**config.mk**
```make
export PLATFORM = sky130hd
export DESIGN_NAME = ppg_fifo_sched
export DESIGN_NICKNAME = d
export VERILOG_FILES = /design/src/rtl/ppg_fifo_sched.sv
export SDC_FILE = /design/constraint.sdc
export NUM_CORES = 1
export LEC_CHECK = 0
export CORE_ASPECT_RATIO = 0.9
export CORE_MARGIN = 8
export CORE_UTILIZATION = 59
export DETAILED_ROUTE_END_ITERATION = 8
export GPL_TIMING_DRIVEN = 0
export HOLD_SLACK_MARGIN = 0.02
export PLACE_DENSITY = 0.89
export SYNTH_ARGS = -nofsm -noshare
export SYNTH_HDL_FRONTEND = slang
export SYNTH_SLANG_ARGS = --single-unit
```
**constraint.sdc**
```tcl
create_clock -name clk -period 3.4 [get_ports clk]
set_clock_uncertainty 0.1 [all_clocks]
set_input_delay 0.34 -clock clk [delete_from_list [all_inputs] [get_ports clk]]
set_output_delay 0.34 -clock clk [all_outputs]
set_load 0.005 [all_outputs]
```
**src/rtl/ppg_fifo_sched.sv**
```systemverilog
// Drains the MAX30102 sample FIFO over a byte I2C master and emits 18-bit red/IR samples.
// Define PPG_SCHED_OVF_EN to read OVF_COUNTER and treat a nonzero overflow as a full FIFO.
module ppg_fifo_sched #(
    parameter int DATA_WIDTH  = 18,
    parameter int POLL_CYCLES = 500000,
    parameter int MAX_BURST   = 8
) (
    input  logic                  clk,
    input  logic                  rst_n,
    input  logic                  i_enable,
    output logic                  o_i2c_req,
    output logic                  o_i2c_rw,
    output logic [7:0]            o_i2c_addr,
    input  logic                  i_i2c_ack,
    input  logic [7:0]            i_i2c_rdata,
    input  logic                  i_i2c_err,
    output logic                  o_data_valid,
    output logic [DATA_WIDTH-1:0] o_red_data,
    output logic [DATA_WIDTH-1:0] o_ir_data,
    output logic                  o_busy,
    output logic [7:0]            o_err_cnt,
    output logic                  o_ovf_pulse
);
    typedef enum logic [2:0] {IDLE, RD_WP, RD_OVF, RD_RP, CALC, RD_BYTE, EMIT} state_t;
    localparam int TW = $clog2(POLL_CYCLES);

    state_t          state_q, state_d;
    logic [TW-1:0]   timer_q;
    logic            tick_pend_q, gap_q;
    logic [4:0]      wp_q, rp_q;
    logic [5:0]      n_q, avail, n_calc;
    logic [2:0]      byte_idx_q;
    logic [4:0][7:0] byte_q;
    logic            read_st, ack_ok, bus_err, wrap, start, last_byte;

    assign wrap      = timer_q == TW'(POLL_CYCLES - 1);
    assign start     = (state_q == IDLE) && tick_pend_q && i_enable;
    assign read_st   = state_q inside {RD_WP, RD_OVF, RD_RP, RD_BYTE};
    // gap_q holds req low for the cycle after each ack so consecutive reads are separated
    assign o_i2c_req = read_st && !gap_q;
    assign o_i2c_rw  = o_i2c_req;
    assign ack_ok    = i_i2c_ack && o_i2c_req;
    assign bus_err   = ack_ok && i_i2c_err;
    assign last_byte = byte_idx_q == 3'd5;
    assign o_busy       = state_q != IDLE;
    assign o_data_valid = state_q == EMIT;

`ifdef PPG_SCHED_OVF_EN
    localparam state_t WP_NEXT = RD_OVF;
    logic ovf_q;
    // a full FIFO has wp == rp, so only the overflow counter can tell it from empty
    assign avail       = ovf_q ? 6'd32 : {1'b0, wp_q - rp_q};
    assign o_ovf_pulse = (state_q == CALC) && ovf_q;
`else
    localparam state_t WP_NEXT = RD_RP;
    assign avail       = {1'b0, wp_q - rp_q};
    assign o_ovf_pulse = 1'b0;
`endif
    assign n_calc = (avail > 6'(MAX_BURST)) ? 6'(MAX_BURST) : avail;

    always_comb begin
        o_i2c_addr = 8'h00;
        case (state_q)
            RD_WP:   o_i2c_addr = 8'h04;
            RD_OVF:  o_i2c_addr = 8'h05;
            RD_RP:   o_i2c_addr = 8'h06;
            RD_BYTE: o_i2c_addr = 8'h07;
            default: ;
        endcase
    end

    always_comb begin
        state_d = state_q;
        case (state_q)
            IDLE:    if (start) state_d = RD_WP;
            RD_WP:   if (ack_ok) state_d = WP_NEXT;
            RD_OVF:  if (ack_ok) state_d = RD_RP;
            RD_RP:   if (ack_ok) state_d = CALC;
            CALC:    state_d = (n_calc == 6'd0) ? IDLE : RD_BYTE;
            RD_BYTE: if (ack_ok && last_byte) state_d = EMIT;
            EMIT:    state_d = (n_q == 6'd0) ? IDLE : RD_BYTE;
            default: state_d = IDLE;
        endcase
        if (bus_err) state_d = IDLE;
    end

    always_ff @(posedge clk or negedge rst_n) begin
        if (!rst_n) state_q <= IDLE;
        else        state_q <= state_d;
    end

    always_ff @(posedge clk or negedge rst_n) begin
        if (!rst_n) begin
            timer_q     <= '0;
            tick_pend_q <= 1'b0;
            gap_q       <= 1'b0;
            wp_q        <= '0;
            rp_q        <= '0;
            n_q         <= '0;
            byte_idx_q  <= '0;
            byte_q      <= '0;
            o_red_data  <= '0;
            o_ir_data   <= '0;
            o_err_cnt   <= '0;
`ifdef PPG_SCHED_OVF_EN
            ovf_q       <= 1'b0;
`endif
        end else begin
            timer_q <= wrap ? '0 : timer_q + 1'b1;
            // a wrap while a tick is already pending is simply absorbed
            if (start)     tick_pend_q <= 1'b0;
            else if (wrap) tick_pend_q <= 1'b1;
            gap_q <= ack_ok;
            if (bus_err) begin
                byte_idx_q <= '0;
                if (o_err_cnt != 8'hFF) o_err_cnt <= o_err_cnt + 1'b1;
            end else if (ack_ok) begin
                case (state_q)
                    RD_WP:  wp_q <= i_i2c_rdata[4:0];
`ifdef PPG_SCHED_OVF_EN
                    RD_OVF: ovf_q <= |i_i2c_rdata;
`endif
                    RD_RP:  rp_q <= i_i2c_rdata[4:0];
                    RD_BYTE: begin
                        if (last_byte) begin
                            o_red_data <= DATA_WIDTH'({byte_q[0], byte_q[1], byte_q[2]});
                            o_ir_data  <= DATA_WIDTH'({byte_q[3], byte_q[4], i_i2c_rdata});
                            n_q        <= n_q - 1'b1;
                            byte_idx_q <= '0;
                        end else begin
                            for (int k = 0; k < 5; k++)
                                if (byte_idx_q == 3'(k)) byte_q[k] <= i_i2c_rdata;
                            byte_idx_q <= byte_idx_q + 1'b1;
                        end
                    end
                    default: ;
                endcase
            end else if (state_q == CALC) begin
                n_q        <= n_calc;
                byte_idx_q <= '0;
            end
        end
    end
endmodule

```
==> run metrics, run 1 <==
WL/cell=19.0 um; critical path arrival=2.20 ns; post-layout power=0.00305 W; met3 usage=7.08%; Max FO, Critical Path=10; area of the multi-input gates=2160 um^2; initial core utilization=60.6%; critical path type=reg -> out; Adder-Cell Fraction of Synth Area=2.55%; Netlist cell types=59; Final Hold Viols=0; xor-xnor portion of the synthesized cell area=4.72%; Final #Nets=521; crit path capture type=primary output; Mean Syn Cell Area=12.7 um^2; Placer Congestion=0.871; CP Buf/Inv Count=3; Detail Route Antenna Nets=0; GRT busiest layer=met2; post-layout instance area=6560 um^2; Synth Area in Compound Gates=4.36%; ys async rst share=100%; Simple-Gate Fraction of Synth Area=13.0%; Core Region=8570 um^2; total wire length=12000 um; f_max=0.379 GHz; Max Slew Vio Count=0; CTS tree=yes; worst-case vdd ir drop=0.365 mV; Leakage=3.18 nW; initial antenna violation count=0; CP peak stage delay=0.49 ns; Power Dens Cells=465 nW/um^2; I/O Pins=70; DRC violations left=0; measured slew at the worst slew-check pin=0.611 ns; worst hold margin=0.294 ns; ant diodes=0; Skew-Pair Late Insertion Delay=0.52 ns; met1 Track Usage GR=25.4%; DR pass1 iterations=4; root buf cell=clkbuf_8; top_reg_cell synth=dfrtp_1; Mapped Area=5190 um^2; met2 Usage GRT=34.5%; Max H-tree Level=4; register area=2880 um^2; first-pass GRT wire length=20100 um; Post-CTS Resized=0; Die W=115 um; Worst Path Required=2.96 ns; most frequent cells in the layout=dfrtp_1 (115), mux2_2 (75), clkdlybuf4s50_1 (62); final cycle utilization of the critical path=77.5%; vias in the first global route=3886; I/O Buffers=63; final core occ=76.6%; pin count of the biggest net entering global routing=71; vias per cell=5.71; Die Y-Extent=105 um; top cell family by delay on the critical path=buffers and inverters; status=finished clean; final setup fails=0; post-synthesis register bit count=115; Clock Sinks=115; grt ovf=0; cts bufs inserted=17; ratio of cells with drive above 1 in the final layout=27.2%; total of max-cap violations=0; Post-Synthesis Cells=409; iteration-0 DRC count of the detailed router=175; CTS Buffer Depth=2; Overall Global Routing Usage=21.3%; Final Critical Period=2.64 ns; fill count=539; largest family of logic cells by synthesized area=multiplexers; mux share of post-synthesis cell area=16.5%; row cnt=32; Rel. slew slack=59.3%; via count=3597; post-synthesis sequential area ratio=55.4%; Post-synth EDFFs=0; critical-path cell list=buf_2 > nor2_2 > a21oi_1 > nor2b_1 > buf_4 > clkdlybuf4s50_1; DPL Wire Length=7830 um; Post-Place Cell Area=6010 um^2; total die area=12100 um^2; RSZ-0062 raised after global routing=false; most common cell after layout, fill and taps aside=dfrtp_1; CTS clk-pin slew, worst paths=0.06 ns; Post-CTS Setup Bufs=0; Critical-path top delay cell=clkdlybuf4s50_1; Area Overhead vs Synth=26.4%; Worst Hold Class=in -> async; synth warn=0; startpoint types=register
-- per-stage QoR --
step	setup WS (ns)	std cells	setup TNS, ns
CTS	0.750	630	0
floorplan	1.36	414	0
global route	0.637	630	0
detailed placement	0.918	597	0
finish	0.765	630	0
global placement	-2.30	596	-264.02
-- cell type report --
cell class	count	area share, %
clock inverters	14	1.83
inverters	13	0.744
multi-input cells	268	32.9
plain buffers	18	1.94
well taps	119	2.27
repair buffers	65	10.1
flip-flops and latches	115	43.9
clock buffers	18	6.37
-- per-layer routing --
metal | share of wire, % | up-vias
met1 | 42 | 1827
met5 | 0 | -
met4 | 1.6 | 0
met2 | 50 | 129
met3 | 7.0 | 22
li1 | - | 1619
-- repair_timing --
action	in CTS	in global routing
hold buffers	1	0
endpoints found under the hold margin	45	0
endpoints found under the setup margin	0	0
-- worst register-to-register path: cells and delay by family, from the launching register on --
family / cells / cell delay, ns
adder cells (fa/ha/maj): 2 / 0.58
AO/OA/AOI/OAI: 2 / 0.37
buffers and inverters: 2 / 0.12
AND/OR/NAND/NOR: 3 / 0.75
flip-flops: 1 / 0.38
-- sequential cells by signal, indices dropped and copies added (netlist names) --
| name | flops |
|---|---|
| byte_q | 28 |
| timer_q | 19 |
| o_ir_data | 18 |
| o_red_data | 18 |
| o_err_cnt | 8 |
| n_q | 6 |
| rp_q | 5 |
| wp_q | 5 |
| byte_idx_q | 3 |
| state_q | 3 |
| gap_q | 1 |
| tick_pend_q | 1 |
-- worst paths after layout --
| check | start | end | slack [ns] | cells past startpoint |
|---|---|---|---|---|
| max | state_q[1]$_DFFE_PN0P_ | o_i2c_rw | 0.76 | 6 |
| min reg2reg | timer_q[0]$_DFF_PN0_ | timer_q[0]$_DFF_PN0_ | 0.39 | 1 |
| max in group asynchronous | rst_n | o_red_data[14]$_DFFE_PN0P_ | 2.17 | 3 |
| max reg2reg | wp_q[0]$_DFFE_PN0P_ | state_q[0]$_DFFE_PN0P_ | 1.00 | 9 |
| min | rst_n | wp_q[4]$_DFFE_PN0P_ | 0.29 | 2 |
| min in group clk | timer_q[0]$_DFF_PN0_ | timer_q[0]$_DFF_PN0_ | 0.39 | 1 |
-- cells by family after synthesis --
kind of cell,count (synthesis)
other cells,1
flops,115
compound gates,31
mux,76
simple gates,117
buf+inv,31
fa+ha+maj,10
xor+xnor,28
-- where the power goes --
| part | internal, W | leakage (nW) | switching [W] |
|---|---|---|---|
| Sequential | 0.00137 | 1.58 | 0 |
| Combinational | 0.0000218 | 1.34 | 0.0000405 |
| Clock | 0.000917 | 0.257 | 0.000700 |
| Total | 0.00231 | 3.18 | 0.000740 |
-- cells in the mapped netlist, types with 2 or more instances --
| cell type | n | area share (%) |
|---|---|---|
| and2_1 | 2 | 0.24 |
| nand2b_1 | 3 | 0.36 |
| buf_4 | 8 | 1.2 |
| and3_1 | 4 | 0.48 |
| xor2_1 | 11 | 1.9 |
| xnor2_1 | 17 | 2.9 |
| buf_6 | 3 | 0.65 |
| dfrtp_1 | 115 | 55 |
| ha_1 | 9 | 2.2 |
| nand3b_1 | 2 | 0.29 |
| nor2b_1 | 3 | 0.36 |
| o31ai_1 | 2 | 0.29 |
| nand2_1 | 22 | 1.6 |
| nand4b_1 | 2 | 0.34 |
| o211a_1 | 2 | 0.39 |
| a21oi_1 | 10 | 0.96 |
| nand4_1 | 7 | 0.84 |
| and2b_1 | 2 | 0.29 |
| inv_1 | 13 | 0.94 |
| buf_2 | 6 | 0.58 |
| a31oi_1 | 2 | 0.24 |
| nor2_1 | 21 | 1.5 |
| nand3_1 | 23 | 2.2 |
| a32o_1 | 3 | 0.58 |
| nor4_1 | 3 | 0.36 |
| a21boi_0 | 2 | 0.29 |
| mux2_2 | 75 | 16 |
| nor3_1 | 6 | 0.58 |
Note: power is estimated with default switching activity, not from simulation.
==> inputs of run 2 (changes only) <==
Settings changed: CORE_UTILIZATION 59 to 55, PLACE_DENSITY 0.89 to 0.84.
Clock period 3.4 ns to 2.45 ns, I/O delays scaled along.
==> run metrics, run 2 (synthesis gave the netlist of run 1 again) <==
CTS Buffer Depth=2 (unchanged); Critical-path top delay cell=clkdlybuf4s50_1; Placer Congestion=0.846 (-2.9%); Rel. slew slack=55.9% (-3.4 points); row cnt=33 (+3.1%); ratio of cells with drive above 1 in the final layout=27.5% (+0.25 points); Most flops, register=byte_q; Final Critical Period=2.39 ns; ant diodes=0 (unchanged); final core occ=72.9% (-3.7 points); root buf cell=clkbuf_8; Skew-Pair Late Insertion Delay=0.52 ns (about the same); Worst Hold Class=in -> async; CTS clk-pin slew, worst paths=0.06 ns (about the same); Worst Path Required=2.11 ns (-0.85 ns); total wire length=12200 um (+2.1%); DR pass1 iterations=4 (unchanged); Final #Nets=522 (+0.19%); DRC violations left=0 (unchanged); total die area=12800 um^2 (+6.2%); critical path depth in cells=3 (-3); I/O Buffers=63 (unchanged); Area Overhead vs Synth=28.7%; Clock Sinks=115 (unchanged); Leakage=3.26 nW (+2.6%); vias in the first global route=3874 (-0.31%); Core Region=9170 um^2 (+7.0%); worst-case vdd ir drop=0.501 mV (+37%); initial core utilization=56.6% (-4.0 points); pin count of the biggest net entering global routing=67 (-5.6%); Final Hold Viols=0 (unchanged); via count=3569 (-0.78%); CP Buf/Inv Count=2 (-1); critical path type=reg -> out; Largest regs=byte_q x28, timer_q x19; Overall Global Routing Usage=20.3% (-1.0 points); first-pass GRT wire length=20300 um (+1.0%); CP peak stage delay=0.46 ns (-0.03 ns); DPL Wire Length=8070 um (+3.0%); critical-path cell list=buf_2 > or3_1 > clkdlybuf4s50_1; RSZ-0062 raised after global routing=true; CTS tree=yes; Detail Route Antenna Nets=0 (unchanged); Max Slew Vio Count=0 (unchanged); measured slew at the worst slew-check pin=0.661 ns (+0.0504 ns); startpoint types=register; Die Y-Extent=108 um (+3.0%); cts bufs inserted=17 (unchanged); Die W=118 um (+3.1%); WL/cell=19.4 um (+1.8%); Power Dens Cells=683 nW/um^2 (+47%); Max FO, Critical Path=10 (unchanged); post-layout power=0.00456 W (+50%); iteration-0 DRC count of the detailed router=202 (+15%); vias per cell=5.65 (-1.1%); total of max-cap violations=0 (unchanged); grt ovf=0 (unchanged); max reg flops=28 (unchanged); f_max=0.418 GHz; initial antenna violation count=0 (unchanged); final setup fails=0 (unchanged); top cell family by delay on the critical path=buffers and inverters; most frequent cells in the layout=dfrtp_1 (115), mux2_2 (75), clkdlybuf4s50_1 (60); Max H-tree Level=4 (unchanged); status=finished clean; I/O Pins=70 (unchanged); final cycle utilization of the critical path=97.6%; crit path capture type=primary output; cells on worst reg2reg path=9 (unchanged); most common cell after layout, fill and taps aside=dfrtp_1; critical path arrival=2.05 ns (-0.15 ns)
[run 2: changes by cell type in the layout (fill, tap and decap cells not counted), sizes merged, moves of 2 or more]
cell           change
inv                -7
bufinv             +4
clkbuf             +4
buf                +2
clkdlybuf4s50      -2
clkinvlp           -2
[run 2: cell type report]
type	instances	area, um^2
tap	122	153
clock buffer	22	463
fill	624	2490
buffer	18	134
multi-input combinational	268	2180
sequential	115	2880
timing repair buffer	66	673
clock inverter	8	150
inverter	13	48.8
[run 2: final timing paths]
| check | startpoint | end | slack (ns) |
|---|---|---|---|
| max | state_q[0]$_DFFE_PN0P_ | o_busy | 0.06 |
| min | rst_n | o_err_cnt[4]$_DFFE_PN0P_ | 0.21 |
| max reg2reg | wp_q[0]$_DFFE_PN0P_ | state_q[0]$_DFFE_PN0P_ | 0.18 |
| min reg2reg | byte_q[14]$_DFFE_PN0P_ | byte_q[14]$_DFFE_PN0P_ | 0.40 |
| max in group asynchronous | rst_n | byte_q[32]$_DFFE_PN0P_ | 1.30 |
| min in group clk | i_enable | tick_pend_q$_DFFE_PN0P_ | 0.29 |
[run 2: what timing repair did]
item	in CTS	in global routing
hold buffers	1	0
setup buffers	0	1
hold endpoints to repair	49	0
endpoints found under the setup margin	3	8
gates resized for setup	3	7
gates cloned	0	0
[run 2: metrics by stage]
| step | setup WS (ns) | cell area [um^2] | std cells | setup TNS [ns] | hold slack [ns] |
|---|---|---|---|---|---|
| after global routing | -0.0288 | 6680 | 632 | -0.0288 | 0.270 |
| after global placement | -3.18 | 5990 | 599 | -364.99 | 0.371 |
| final | 0.0593 | 6680 | 632 | 0 | 0.207 |
| after CTS | -0.0546 | 6650 | 631 | -0.0546 | 0.227 |
| after detailed placement | 0.0494 | 6020 | 600 | 0 | 0.220 |
| after floorplan | 0.410 | 5210 | 414 | 0 | -0.151 |
[run 2: report_power, final]
group          leakage (nW)   total, W  internal, W  switching [W]
registers              1.58    0.00190      0.00190              0
logic                  1.38  0.0000874    0.0000302      0.0000572
clock network         0.298    0.00258      0.00172       0.000851
[run 2: routing by layer]
layer  up-vias  share of wire [%]  global-route usage (%)
met3        29                6.9                    7.97
met4         0                2.2                    7.84
met1      1810                 39                    22.3
li1       1608                  -                       -
met5         -                  0                       0
met2       122                 52                    35.1
==> inputs of run 3 (changes only) <==
Settings changed: CORE_UTILIZATION 55 to 50, PLACE_DENSITY 0.84 to 0.81.
Clock period 2.45 ns to 1.9 ns, I/O delays scaled along.
==> run metrics, run 3 (synthesis gave the netlist of run 1 again) <==
status=finished, violations left; failing checks=setup timing; Max FO, Critical Path=2 (-8); top cell family by delay on the critical path=adder cells; Post-Place Cell Area=6030 um^2 (+0.27%); Rel. slew slack=40.7% (-15 points); register area=2880 um^2 (about the same); final setup fails=22 (+22); crit path capture type=register; Largest regs=byte_q x28, timer_q x19; f_max=0.449 GHz; max reg flops=28 (unchanged); Logic pwr share=2.0% (about the same); Final Critical Period=2.23 ns; final cycle utilization of the critical path=117%; Final #Nets=544 (+4.2%); startpoint types=register; critical path type=reg -> reg; worst hold margin=0.337 ns (+0.130 ns); WL/cell=19.6 um (+0.96%); CTS clk-pin slew, worst paths=0.06 ns (about the same); worst-case vdd ir drop=0.629 mV (+26%); total die area=13900 um^2 (+8.6%); pin count of the biggest net entering global routing=69 (+3.0%); Placer Congestion=0.845 (-0.20%); Internal Power=0.00472 W (+29%); DPL Wire Length=7550 um (-6.5%); TNS Setup=-4.96 ns (-4.96 ns); grt ovf=0 (unchanged); total of max-cap violations=0 (unchanged); CP Buf/Inv Count=2 (unchanged); Skew-Pair Late Insertion Delay=0.41 ns (-0.11 ns); Setup WS post-layout=-0.329 ns (-0.388 ns); RSZ-0062 raised after global routing=true; critical path arrival=2.42 ns (+0.37 ns); ratio of cells with drive above 1 in the final layout=36.2% (+8.8 points); initial antenna violation count=0 (unchanged); I/O Pins=70 (unchanged); Setup WS pre-CTS=-0.392 ns (-0.441 ns); Die W=123 um (+4.2%); placed insts=607 (+1.2%); non-filler cells, final=662 (+4.7%); Final Hold Viols=0 (unchanged); Die Y-Extent=113 um (+4.2%); measured slew at the worst slew-check pin=0.890 ns (+0.229 ns); DR pass1 iterations=4 (unchanged); I/O Buffers=63 (unchanged); vias in the first global route=3908 (+0.88%); vias per cell=5.59 (-1.0%); Net Switching=0.00124 W (+37%); DRC violations left=0 (unchanged); Core Region=10200 um^2 (+11%); CP peak stage delay=0.38 ns (-0.08 ns); Detail Route Antenna Nets=0 (unchanged); Leakage=3.41 nW (+4.6%); iteration-0 DRC count of the detailed router=200 (-0.99%); Area Overhead vs Synth=35.2%; Power Dens Cells=849 nW/um^2 (+24%); Overall Global Routing Usage=18.7% (-1.6 points); Flop pwr share=41.1% (-0.6 points); CTS Buffer Depth=2 (unchanged); row cnt=35 (+6.1%); cts bufs inserted=17 (unchanged); Most flops, register=byte_q; Worst Hold Class=in -> reg; Max H-tree Level=4 (unchanged); most frequent cells in the layout=dfrtp_1 (114), mux2_2 (75), clkdlybuf4s50_1 (55); first-pass GRT wire length=20100 um (-0.85%); total wire length=13000 um (+5.8%); Clock Sinks=115 (unchanged); post-layout instance area=7020 um^2 (+5.0%); Critical-path top delay cell=dfrtp_1; area of the multi-input gates=2330 um^2 (+6.7%); Max Slew Vio Count=0 (unchanged); CTS tree=yes; Switching Fraction=20.8% (+0.94 points); root buf cell=clkbuf_16; Clk pwr share=56.9% (+0.5 points); initial core utilization=51.1% (-5.5 points); most common cell after layout, fill and taps aside=dfrtp_1; critical-path cell list=inv_1 > ha_2 > inv_2 > fa_2 > xnor2_1 > and3b_1 > nand4_1 > a32o_1; Worst Path Required=2.09 ns (-0.02 ns); ant diodes=0 (unchanged); fill count=686 (+9.9%); via count=3700 (+3.7%)
-- run 3: layout make-up --
cell class	instances	area share (%)
clock buffer	19	6.31
buffer	18	2.09
clock inverter	12	2.59
multi-input combinational	268	33.2
sequential	115	41.0
inverter	13	0.695
tap	129	2.30
timing repair buffer	88	11.8
-- run 3: final timing paths --
path / startpoint / end / slack [ns] / cells after the start
setup / recovery: wp_q[0]$_DFFE_PN0P_ / state_q[0]$_DFFE_PN0P_ / -0.33 / 8
hold / removal: i_enable / tick_pend_q$_DFFE_PN0P_ / 0.34 / 3
setup reg to reg: wp_q[0]$_DFFE_PN0P_ / state_q[0]$_DFFE_PN0P_ / -0.33 / 8
hold reg to reg: timer_q[0]$_DFF_PN0_ / timer_q[0]$_DFF_PN0_ / 0.39 / 1
max in group asynchronous: rst_n / rp_q[4]$_DFFE_PN0P_ / 0.61 / 3
min in group asynchronous: rst_n / o_ir_data[16]$_DFFE_PN0P_ / 0.36 / 2
-- run 3: tightest hold or removal path: stages --
cell             delay (ns)
clkdlybuf4s50_1        0.42
nand2_1                0.08
o22a_1                 0.12
-- run 3: power groups by stage --
stage	logic, W	clock network [W]	registers (W)
finish	0.000119	0.00339	0.00245
CTS	0.000120	0.00340	0.00245
global route	0.000134	0.00353	0.00245
floorplan	0.0000164	0	0.00249
global placement	0.000106	0	0.00250
detailed placement	0.000114	0	0.00249
-- run 3: repair_timing --
action	4_1_cts	5_1_grt
hold buffers	1	0
pin swaps	10	4
buffers inserted	13	10
setup endpoints to repair	54	79
endpoints found under the hold margin	67	0
resized for setup	47	15
-- run 3: per-layer routing --
| layer | track usage [%] | share of wire [%] | up-vias |
|---|---|---|---|
| li1 | - | - | 1669 |
| met1 | 22.3 | 40 | 1871 |
| met2 | 30.8 | 52 | 130 |
| met3 | 5.32 | 5.3 | 30 |
| met4 | 7.54 | 2.5 | 0 |
| met5 | 0 | 0 | - |
-- run 3: metrics by stage --
stage,total power [W],utilization [%]
global placement,0.00260,59.2
detailed placement,0.00261,59.4
floorplan,0.00251,-
global route,0.00612,69.1
CTS,0.00597,67.6
finish,0.00596,69.1
